$ cat config.mk
export PLATFORM = sky130hd
export DESIGN_NAME = fifo_sync
export DESIGN_NICKNAME = d
export VERILOG_FILES = /design/src/rtl/fifo_pkg.sv /design/src/rtl/bram_sync.sv /design/src/rtl/fifo_sync.sv
export SDC_FILE = /design/constraint.sdc
export NUM_CORES = 1
export LEC_CHECK = 0
export ABC_AREA = 1
export ABC_CLOCK_PERIOD_IN_PS = 1890
export BUFFER_PORTS_ARGS = -buffer_cell sky130_fd_sc_hd__buf_2
export CAP_MARGIN = 15
export CORE_MARGIN = 5
export CORE_UTILIZATION = 55
export CTS_CLUSTER_DIAMETER = 100
export DETAILED_ROUTE_END_ITERATION = 8
export PLACE_DENSITY = 0.72
export SLEW_MARGIN = 25
export SYNTH_ARGS = -nofsm -noshare
export SYNTH_HDL_FRONTEND = slang
export SYNTH_HIERARCHICAL = 1
export SYNTH_SLANG_ARGS = --single-unit
$ cat constraint.sdc
create_clock -name clk -period 1.89 [get_ports clk]
set_input_delay 0.0945 -clock clk [delete_from_list [all_inputs] [get_ports clk]]
set_output_delay 0.0945 -clock clk [all_outputs]
set_load 0.01 [all_outputs]
$ cat src/rtl/fifo_pkg.sv
// Shared constants and helpers for the single-clock FIFO family.
package fifo_pkg;

    localparam int FIFO_MODE_STD  = 0;
    localparam int FIFO_MODE_FWFT = 1;

    function automatic int fifo_depth(input int addr_width);
        return 1 << addr_width;
    endfunction

endpackage

$ cat src/rtl/bram_sync.sv
// Single-clock simple-dual-port RAM with a registered read port, written to map onto block RAM.
module bram_sync
    import fifo_pkg::*;
#(
    parameter int DATA_WIDTH = 16,
    parameter int ADDR_WIDTH = 4
) (
    input  logic                  clk,
    input  logic [ADDR_WIDTH-1:0] wr_addr,
    input  logic [DATA_WIDTH-1:0] wr_data,
    input  logic                  wr_en,
    input  logic [ADDR_WIDTH-1:0] rd_addr,
    output logic [DATA_WIDTH-1:0] rd_data
);

    localparam int DEPTH = fifo_depth(ADDR_WIDTH);

    (* ram_style = "block" *) logic [DATA_WIDTH-1:0] mem [DEPTH];

    // NOTE: the array has no reset so it can map onto block RAM, and it is written with <= so the
    // same-edge read returns the old word, matching the RAM primitive.
    always_ff @(posedge clk) begin
        if (wr_en) begin
            mem[wr_addr] <= wr_data;
        end
        rd_data <= mem[rd_addr];
    end

endmodule

$ cat src/rtl/fifo_sync.sv
// Single-clock FIFO with standard or first-word-fall-through output, runtime almost-full/empty
// thresholds and sticky overflow/underflow flags.
module fifo_sync
    import fifo_pkg::*;
#(
    parameter int DATA_WIDTH = 16,
    parameter int ADDR_WIDTH = 4,
    parameter int FWFT       = FIFO_MODE_STD
) (
    input  logic                  clk,
    input  logic                  rst,
    input  logic [DATA_WIDTH-1:0] wr_data,
    input  logic                  wr_en,
    output logic                  full,
    output logic                  almost_full,
    output logic                  overflow,
    input  logic                  rd_en,
    output logic [DATA_WIDTH-1:0] rd_data,
    output logic                  rd_valid,
    output logic                  empty,
    output logic                  almost_empty,
    output logic                  underflow,
    input  logic                  err_clr,
    input  logic [ADDR_WIDTH:0]   almost_full_thresh,
    input  logic [ADDR_WIDTH:0]   almost_empty_thresh,
    output logic [ADDR_WIDTH:0]   fifo_count
);

    localparam int              CW      = ADDR_WIDTH + 1;
    localparam logic [CW-1:0]   DEPTH   = CW'(fifo_depth(ADDR_WIDTH));
    localparam bit              IS_FWFT = (FWFT == FIFO_MODE_FWFT);

    logic [ADDR_WIDTH-1:0] wr_ptr;
    logic [ADDR_WIDTH-1:0] rd_ptr;
    logic [ADDR_WIDTH-1:0] rd_addr;
    logic [CW-1:0]         count_q;
    logic [CW-1:0]         mem_count;
    logic                  bq_valid;
    logic                  out_valid;
    logic [DATA_WIDTH-1:0] bram_q;
    logic [DATA_WIDTH-1:0] out_data;
    logic                  wr_fire;
    logic                  rd_fire;
    logic                  fetch;
    logic                  out_load;

    bram_sync #(
        .DATA_WIDTH(DATA_WIDTH),
        .ADDR_WIDTH(ADDR_WIDTH)
    ) u_bram (
        .clk    (clk),
        .wr_addr(wr_ptr),
        .wr_data(wr_data),
        .wr_en  (wr_fire),
        .rd_addr(rd_addr),
        .rd_data(bram_q)
    );

    // NOTE: every signal here is assigned on every pass through the block, so no latch is inferred.
    always_comb begin
        full     = (count_q == DEPTH);
        empty    = IS_FWFT ? !out_valid : (count_q == '0);
        wr_fire  = wr_en && !full;
        rd_fire  = rd_en && !empty;
        // The RAM output stage feeds the output register when it is free or being drained this cycle.
        out_load = IS_FWFT ? (bq_valid && (!out_valid || rd_fire)) : bq_valid;
        fetch    = IS_FWFT ? ((mem_count != '0) && (!bq_valid || out_load)) : rd_fire;
        // Without a fetch the RAM re-reads the last fetched slot so a parked word stays stable.
        rd_addr  = fetch ? rd_ptr : rd_ptr - ADDR_WIDTH'(1);
        almost_full  = (count_q >= almost_full_thresh);
        almost_empty = (count_q <= almost_empty_thresh);
    end

    assign rd_data    = out_data;
    assign rd_valid   = out_valid;
    assign fifo_count = count_q;

    always_ff @(posedge clk) begin
        if (rst) begin
            wr_ptr    <= '0;
            rd_ptr    <= '0;
            count_q   <= '0;
            mem_count <= '0;
            bq_valid  <= 1'b0;
            out_valid <= 1'b0;
            out_data  <= '0;
            overflow  <= 1'b0;
            underflow <= 1'b0;
        end else begin
            if (wr_fire) begin
                wr_ptr <= wr_ptr + ADDR_WIDTH'(1);
            end
            if (fetch) begin
                rd_ptr <= rd_ptr + ADDR_WIDTH'(1);
            end

            case ({wr_fire, rd_fire})
                2'b10:   count_q <= count_q + CW'(1);
                2'b01:   count_q <= count_q - CW'(1);
                default: count_q <= count_q;
            endcase

            // Words still sitting in the RAM, not yet moved toward the output.
            case ({wr_fire, fetch})
                2'b10:   mem_count <= mem_count + CW'(1);
                2'b01:   mem_count <= mem_count - CW'(1);
                default: mem_count <= mem_count;
            endcase

            bq_valid <= fetch || (bq_valid && !out_load);
            if (out_load) begin
                out_data <= bram_q;
            end
            out_valid <= IS_FWFT ? (out_load || (out_valid && !rd_fire)) : out_load;

            // A new error wins over a simultaneous clear.
            overflow  <= (wr_en && full)  || (overflow  && !err_clr);
            underflow <= (rd_en && empty) || (underflow && !err_clr);
        end
    end

endmodule

==> impl_metrics.yaml, run 1 <==
routing:
  via_count: 9694
  antenna_left: 0
  avgViaCountPerCell: 5.332
  wirelength_um: 33570
  route.detailed.drc: 0
  wl_per_cell_um: 18.47
  drtIter0Drc: 1073
  first_pass_iters: 5
die:
  start_util_pct: 56.01
  boundaryPins: 59
  core_mm2: 0.02347
  die_w_um: 164.6
  dieArea_mm2: 0.02710
  die_h_um: 164.6
  rows: 56
pwr:
  p_clk_share_pct: 25.4
  powerDensity_mw_per_mm2: 1482
  pwr-share-comb_pct: 40.9
  p_switching_mw: 8.778
  p_leak_nw: 7.204
  peakVddDrop_v: 0.0008155
  p_int_mw: 15.42
  switching_share_pct: 36.28
  p_seq_share_pct: 33.7
  p_total_mw: 24.19
sta:
  hold_viol_final: 0
  worst_slew_pin_slew_ps: 554.8
  fin_ws_ps: -66.90
  clock_skew_ps: 20.33
  setup_violations: 5
  finalSetupTns_ps: -124.6
  fin_crit_sh_pct: 103.5
  slew_viol_final: 0
  min_period_ps: 1957
  max_freq_ghz: 0.5110
  relSlewSlack_pct: 62.97
  grt_setup_unrepaired: "true"
  holdWs_ps: 377.6
min_path:
  hp-class: "in2reg"
clocking:
  cts_buffer_depth: 3
  tritoncts: "built"
  cts_max_level: 1
  clkLatencyLatePin_ps: 570
  clk_pin_slew_ps: 60
  clock-root-buffer: "clkbuf_16"
  cts_buffers: 30
  cts.sinks: 305
outcome:
  status: "finished, violations left"
  violations: "setup timing"
synth:
  synth_area_mm2: 0.01315
  synth_cell_type_count: 32
  synth.yosys.warnings: 6
  synth_edf_count: 256
  syn-num-nets: 1363
  synth_cells: 1315
  synth-seq-area-share_pct: 65.93
  ys_ff_latch: 305
  synth.avg_cell_area_um2: 9.998
  yosys_most_used_dff: "edfxtp_1"
  synthArstFlopShare_pct: 0
place:
  pre_cts_ws_ps: -105.1
  dp_cells: 1727
  port_buffers: 58
  dp_hpwl_um: 20270
  gp_congestion: 0.8778
  dpl_cell_area_mm2: 0.01449
layout:
  fillCellCount: 1631
  final_area_mm2: 0.01632
  syn2layout_area_growth_pct: 24.16
  layout_commonest_cell: "nand2_1"
  mostFrequentLayoutCells: "nand2_1, edfxtp_1, inv_1"
  fin_util_pct: 69.55
  final_layout_size_suffix_gt1_share_pct: 19.43
  stdcell_count: 1818
  fin_nets: 1522
critical_path:
  path_class: "reg2out"
  crit_arrival_ps: 1860
  crit_path_max_fanout: 3
  worst_ep_required_time_ps: 1800
  crit_path_cell_trace: "buf_6 -> buf_6 -> ha_4 -> nand2_4 -> o21a_1 -> o311ai_2 -> buf_2"
  max_stage_delay_ps: 320
  crit_top_cell: "buf_6"
  cp-end-kind: "output port"
  slowest_stage: "dfxtp_2"
  crit_path_start_kind: "flip-flop"
global_route:
  grtUsageTotal_pct: 24.45
  antenna_found_initial: 1
  top_usage_layer: "met2"
  grt_start_max_net_pins: 32
  grt_pass1_wl_um: 50640
  grt.overflow.total: 0
  grt_pass1_vias: 9380
  grt_use_met3_pct: 3.444
  use_met1_pct: 32.88
  met2_usage_pct: 41.22
job:
  cap_violations: 0
==> cell usage after synthesis, types with 2 or more instances <==
master | n | share of area (%)
a21oi_1 | 15 | 0.57
buf_1 | 2 | 0.057
buf_2 | 20 | 0.76
buf_4 | 18 | 1.0
buf_6 | 3 | 0.26
clkbuf_1 | 12 | 0.34
dfxtp_1 | 49 | 7.5
edfxtp_1 | 256 | 58
ha_1 | 17 | 1.6
inv_1 | 226 | 6.5
inv_2 | 6 | 0.17
nand2_1 | 378 | 11
nand2_2 | 2 | 0.095
nand3_1 | 202 | 7.7
nand3b_1 | 3 | 0.17
nand4_1 | 2 | 0.095
nor2_1 | 59 | 1.7
nor2_2 | 2 | 0.095
nor2_4 | 2 | 0.17
nor3_1 | 2 | 0.076
o21ai_0 | 24 | 0.91
xnor2_1 | 2 | 0.13
xor2_1 | 4 | 0.27
==> worst paths after layout <==
path,startpoint,endpoint,slack [ps],depth (start not counted)
setup reg to reg,fifo_count[3],u_bram/rd_data[10],-40,13
hold reg to reg,u_bram/rd_data[2],rd_data[2],460,2
hold / removal,err_clr,overflow,380,5
setup / recovery,fifo_count[4],almost_full,-70,7
==> flip-flops by register name (all words and copies together) (netlist names) <==
name and cells:
rd_valid 1, fifo_count 5, rd_ptr 4, rd_data 16, wr_ptr 4, u_bram/mem 256, bq_valid 1, underflow 1
u_bram/rd_data 16, overflow 1
==> critical path, delay by kind of cell, from the launching register on <==
family                     cells  cell delay [ps]
buffers and inverters          3              410
AOI/OAI and AO/OA              2              240
and+or+nand+nor                1               50
DFF                            1              320
adders and majority gates      1              290
==> layer usage <==
metal / wire [um] / up-vias
li1: - / 4569
met1: 13570 / 4626
met2: 16300 / 427
met3: 2751 / 72
met4: 947 / 0
met5: 0 / -
==> power groups by stage <==
stage / registers, mW / clock network, mW / logic (mW)
floorplan: 8.21 / 0 / 5.45
global placement: 8.27 / 0 / 8.37
detailed placement: 8.27 / 0 / 8.55
CTS: 8.13 / 6.21 / 9.17
global route: 8.19 / 6.53 / 10.7
finish: 8.16 / 6.13 / 9.90
==> cells by family after synthesis <==
family                   after synthesis  synth area share, %
AO/OA/AOI/OAI                         43                1.713
XOR/XNOR                               6               0.3997
adder cells (fa/ha/maj)               17                1.618
buffers and inverters                289                9.174
flip-flops                           305                65.93
AND/OR/NAND/NOR                      655                21.16
==> final cells by class <==
| type | instances | area (um2) | area share (%) |
|---|---|---|---|
| clock buffers | 43 | 889.6 | 5.450 |
| inverters | 233 | 899.6 | 5.511 |
| flip-flops and latches | 305 | 8675 | 53.14 |
| clock inverters | 13 | 151.4 | 0.9274 |
| repair buffers | 183 | 1717 | 10.52 |
| well taps | 319 | 399.1 | 2.445 |
| diodes | 1 | 2.502 | 0.01533 |
| multi-input cells | 721 | 3591 | 22.00 |
==> repair_timing <==
action	in CTS	in global routing
endpoints found under the hold margin	268	0
setup endpoints to repair	22	274
gates resized for setup	43	51
cloned	2	4
buffers inserted	1	6
hold buffers	21	0
pin swaps	12	15
(Power assumes the default switching activity.)
==> run 2: changes to the inputs <==
==> constraint.sdc (replaced) <==
create_clock -name clk -period 1.89 [get_ports clk]
set_input_delay 0.0945 -clock clk [delete_from_list [all_inputs] [get_ports clk]]
set_output_delay 0.0945 -clock clk [all_outputs]
set_load 0.005 [all_outputs]
==> run 2 against run 1 <==
Net effect:
- die area did not move
- setup slack worse by 13 ps
- sequential cell count unchanged
- count of clock-buffer cells in the layout is 1 lower
- the flow still finishes with violations (setup timing)
- final area rose by 0.32%
- largest cell class unchanged
- sequential share of layout area fell by 0.16 points
- utilization grew 0.22 points
==> impl_metrics.yaml, run 2 (same netlist as run 1, synthesis figures left out) <==
outcome:
  status: "finished, violations left"
  violations: "setup timing"
die:
  die_w_um: 164.6
  core_mm2: 0.02347
  boundaryPins: 59
  die_h_um: 164.6
  start_util_pct: 56.01
  rows: 56
  dieArea_mm2: 0.02710
layout:
  syn2layout_area_growth_pct: 24.56
  reg_top3: "u_bram/mem (256), rd_data (16), u_bram/rd_data (16)"
  fillCellCount: 1605
  fin_util_pct: 69.77
  mostFrequentLayoutCells: "nand2_1, edfxtp_1, inv_1"
  multiInputGateArea_mm2: 0.003578
  register_area_mm2: 0.008677
  regMostFlops: "u_bram/mem"
  layout_commonest_cell: "nand2_1"
  largest_register_ffs: 256
  fin_nets: 1524
  num_antenna_cells: 0
  final_layout_size_suffix_gt1_share_pct: 18.33
clocking:
  clock-root-buffer: "clkbuf_16"
  tritoncts: "built"
  clkLatencyLatePin_ps: 550
  cts_buffer_depth: 3
  cts_max_level: 1
  clk_pin_slew_ps: 60
  cts.sinks: 305
  cts_buffers: 30
critical_path:
  crit_path_max_fanout: 7
  r2r_setup_slack_ps: -80
  path_class: "reg2reg"
  cp-end-kind: "flip-flop"
  crit_arrival_ps: 2240
  worst_ep_required_time_ps: 2160
  crit_path_start_kind: "flip-flop"
routing:
  wirelength_um: 32770
  drtIter0Drc: 802
  wl_per_cell_um: 18.02
  route.detailed.drc: 0
  via_count: 9647
  avgViaCountPerCell: 5.303
  first_pass_iters: 5
  antenna_left: 0
sta:
  hold_viol_final: 0
  slew_viol_final: 0
  grt_setup_unrepaired: "true"
  fin_crit_sh_pct: 104.2
  clock_skew_ps: 9.097
  worst_slew_pin_slew_ps: 588.1
  max_freq_ghz: 0.5076
  min_period_ps: 1970
  relSlewSlack_pct: 60.75
  fin_ws_ps: -79.94
  setup_violations: 31
global_route:
  grtUsageTotal_pct: 23.51
  grt_pass1_wl_um: 48980
  grt_pass1_vias: 9162
  antenna_found_initial: 0
  grt.overflow.total: 0
  grt_start_max_net_pins: 38
min_path:
  hp-class: "in2reg"
pwr:
  powerDensity_mw_per_mm2: 1477
  p_seq_share_pct: 33.8
  p_total_mw: 24.18
  p_clk_share_pct: 24.2
  p_switching_mw: 8.667
  pwr-share-comb_pct: 42.0
  p_int_mw: 15.52
  switching_share_pct: 35.84
  peakVddDrop_v: 0.0008817
  p_leak_nw: 7.181
job:
  cap_violations: 0
place:
  port_buffers: 58
  dp_hpwl_um: 19760
  gp_congestion: 0.8378
## run 2: cell count changes in the layout (fill, tap and decap cells not counted), sizes merged
cell,before,now
clkinvlp,0,2
dlygate4sd3,21,23
bufinv,3,2
clkbuf,47,46
clkinv,10,11
diode,1,0
inv,233,232
## run 2: layer usage
| metal | GRT usage [%] | part of all wire [%] | wire length (um) |
|---|---|---|---|
| met5 | 0 | 0 | 0 |
| met4 | 7.561 | 3.3 | 1091 |
| met3 | 3.669 | 8.2 | 2682 |
| met2 | 40.18 | 49 | 15930 |
| met1 | 31.08 | 40 | 13070 |
## run 2: area by class of cell
type / count / area share [%]
flip-flops and latches: 305 / 52.98
multi-input cells: 721 / 21.85
repair buffers: 185 / 11.25
inverters: 233 / 5.508
clock buffers: 42 / 5.241
well taps: 319 / 2.437
clock inverters: 14 / 0.7334
## run 2: worst max-delay path: stages (launching register included)
cell and delay (ps):
dfxtp_2 360, nor2_4 50, buf_4 130, nand4_1 100
nand2_2 100, buf_6 160, inv_8 60, nand3b_1 90
buf_6 160, nor2_4 250, clkbuf_16 220
## run 2: power by group through the flow
stage               sequential, mW  combinational [mW]  clock [mW]
floorplan                     8.16                5.43           0
CTS                           8.14                9.41        5.91
detailed placement            8.28                8.80           0
global route                  8.21                11.0        6.26
global placement              8.27                8.64           0
finish                        8.17                10.2        5.85
## run 2: worst paths after layout
kind,start,cells after the start,end
worst max-delay path,fifo_count[0],10,u_bram/mem[10][12]
worst min-delay path,rst,3,rd_valid
worst max register to register,fifo_count[0],10,u_bram/mem[10][12]
worst min register to register,rd_ptr[1],2,rd_ptr[1]
## run 2: repair_timing
action / 4_1_cts / 5_1_grt
pin swaps: 2 / 12
gates resized for setup: 29 / 51
cloned: 2 / 4
hold buffers: 23 / 0
endpoints found under the hold margin: 268 / 0
endpoints found under the setup margin: 20 / 227
buffers inserted: 3 / 9
## run 2: per-stage QoR
stage                     hold WS (ps)  cells  cell area, um2  setup WS, ps  setup TNS [ps]
final                            441.3   1819           16380        -79.94           -1134
after global routing             456.8   1819           16380        -169.8           -7935
after CTS                        409.9   1806           15990        -12.35          -38.34
after detailed placement         364.4   1722           14570        -157.0          -995.7
after global placement           362.9   1722           14570        -104.4          -530.0
after floorplan                  193.4   1315           13160        -193.5          -37100
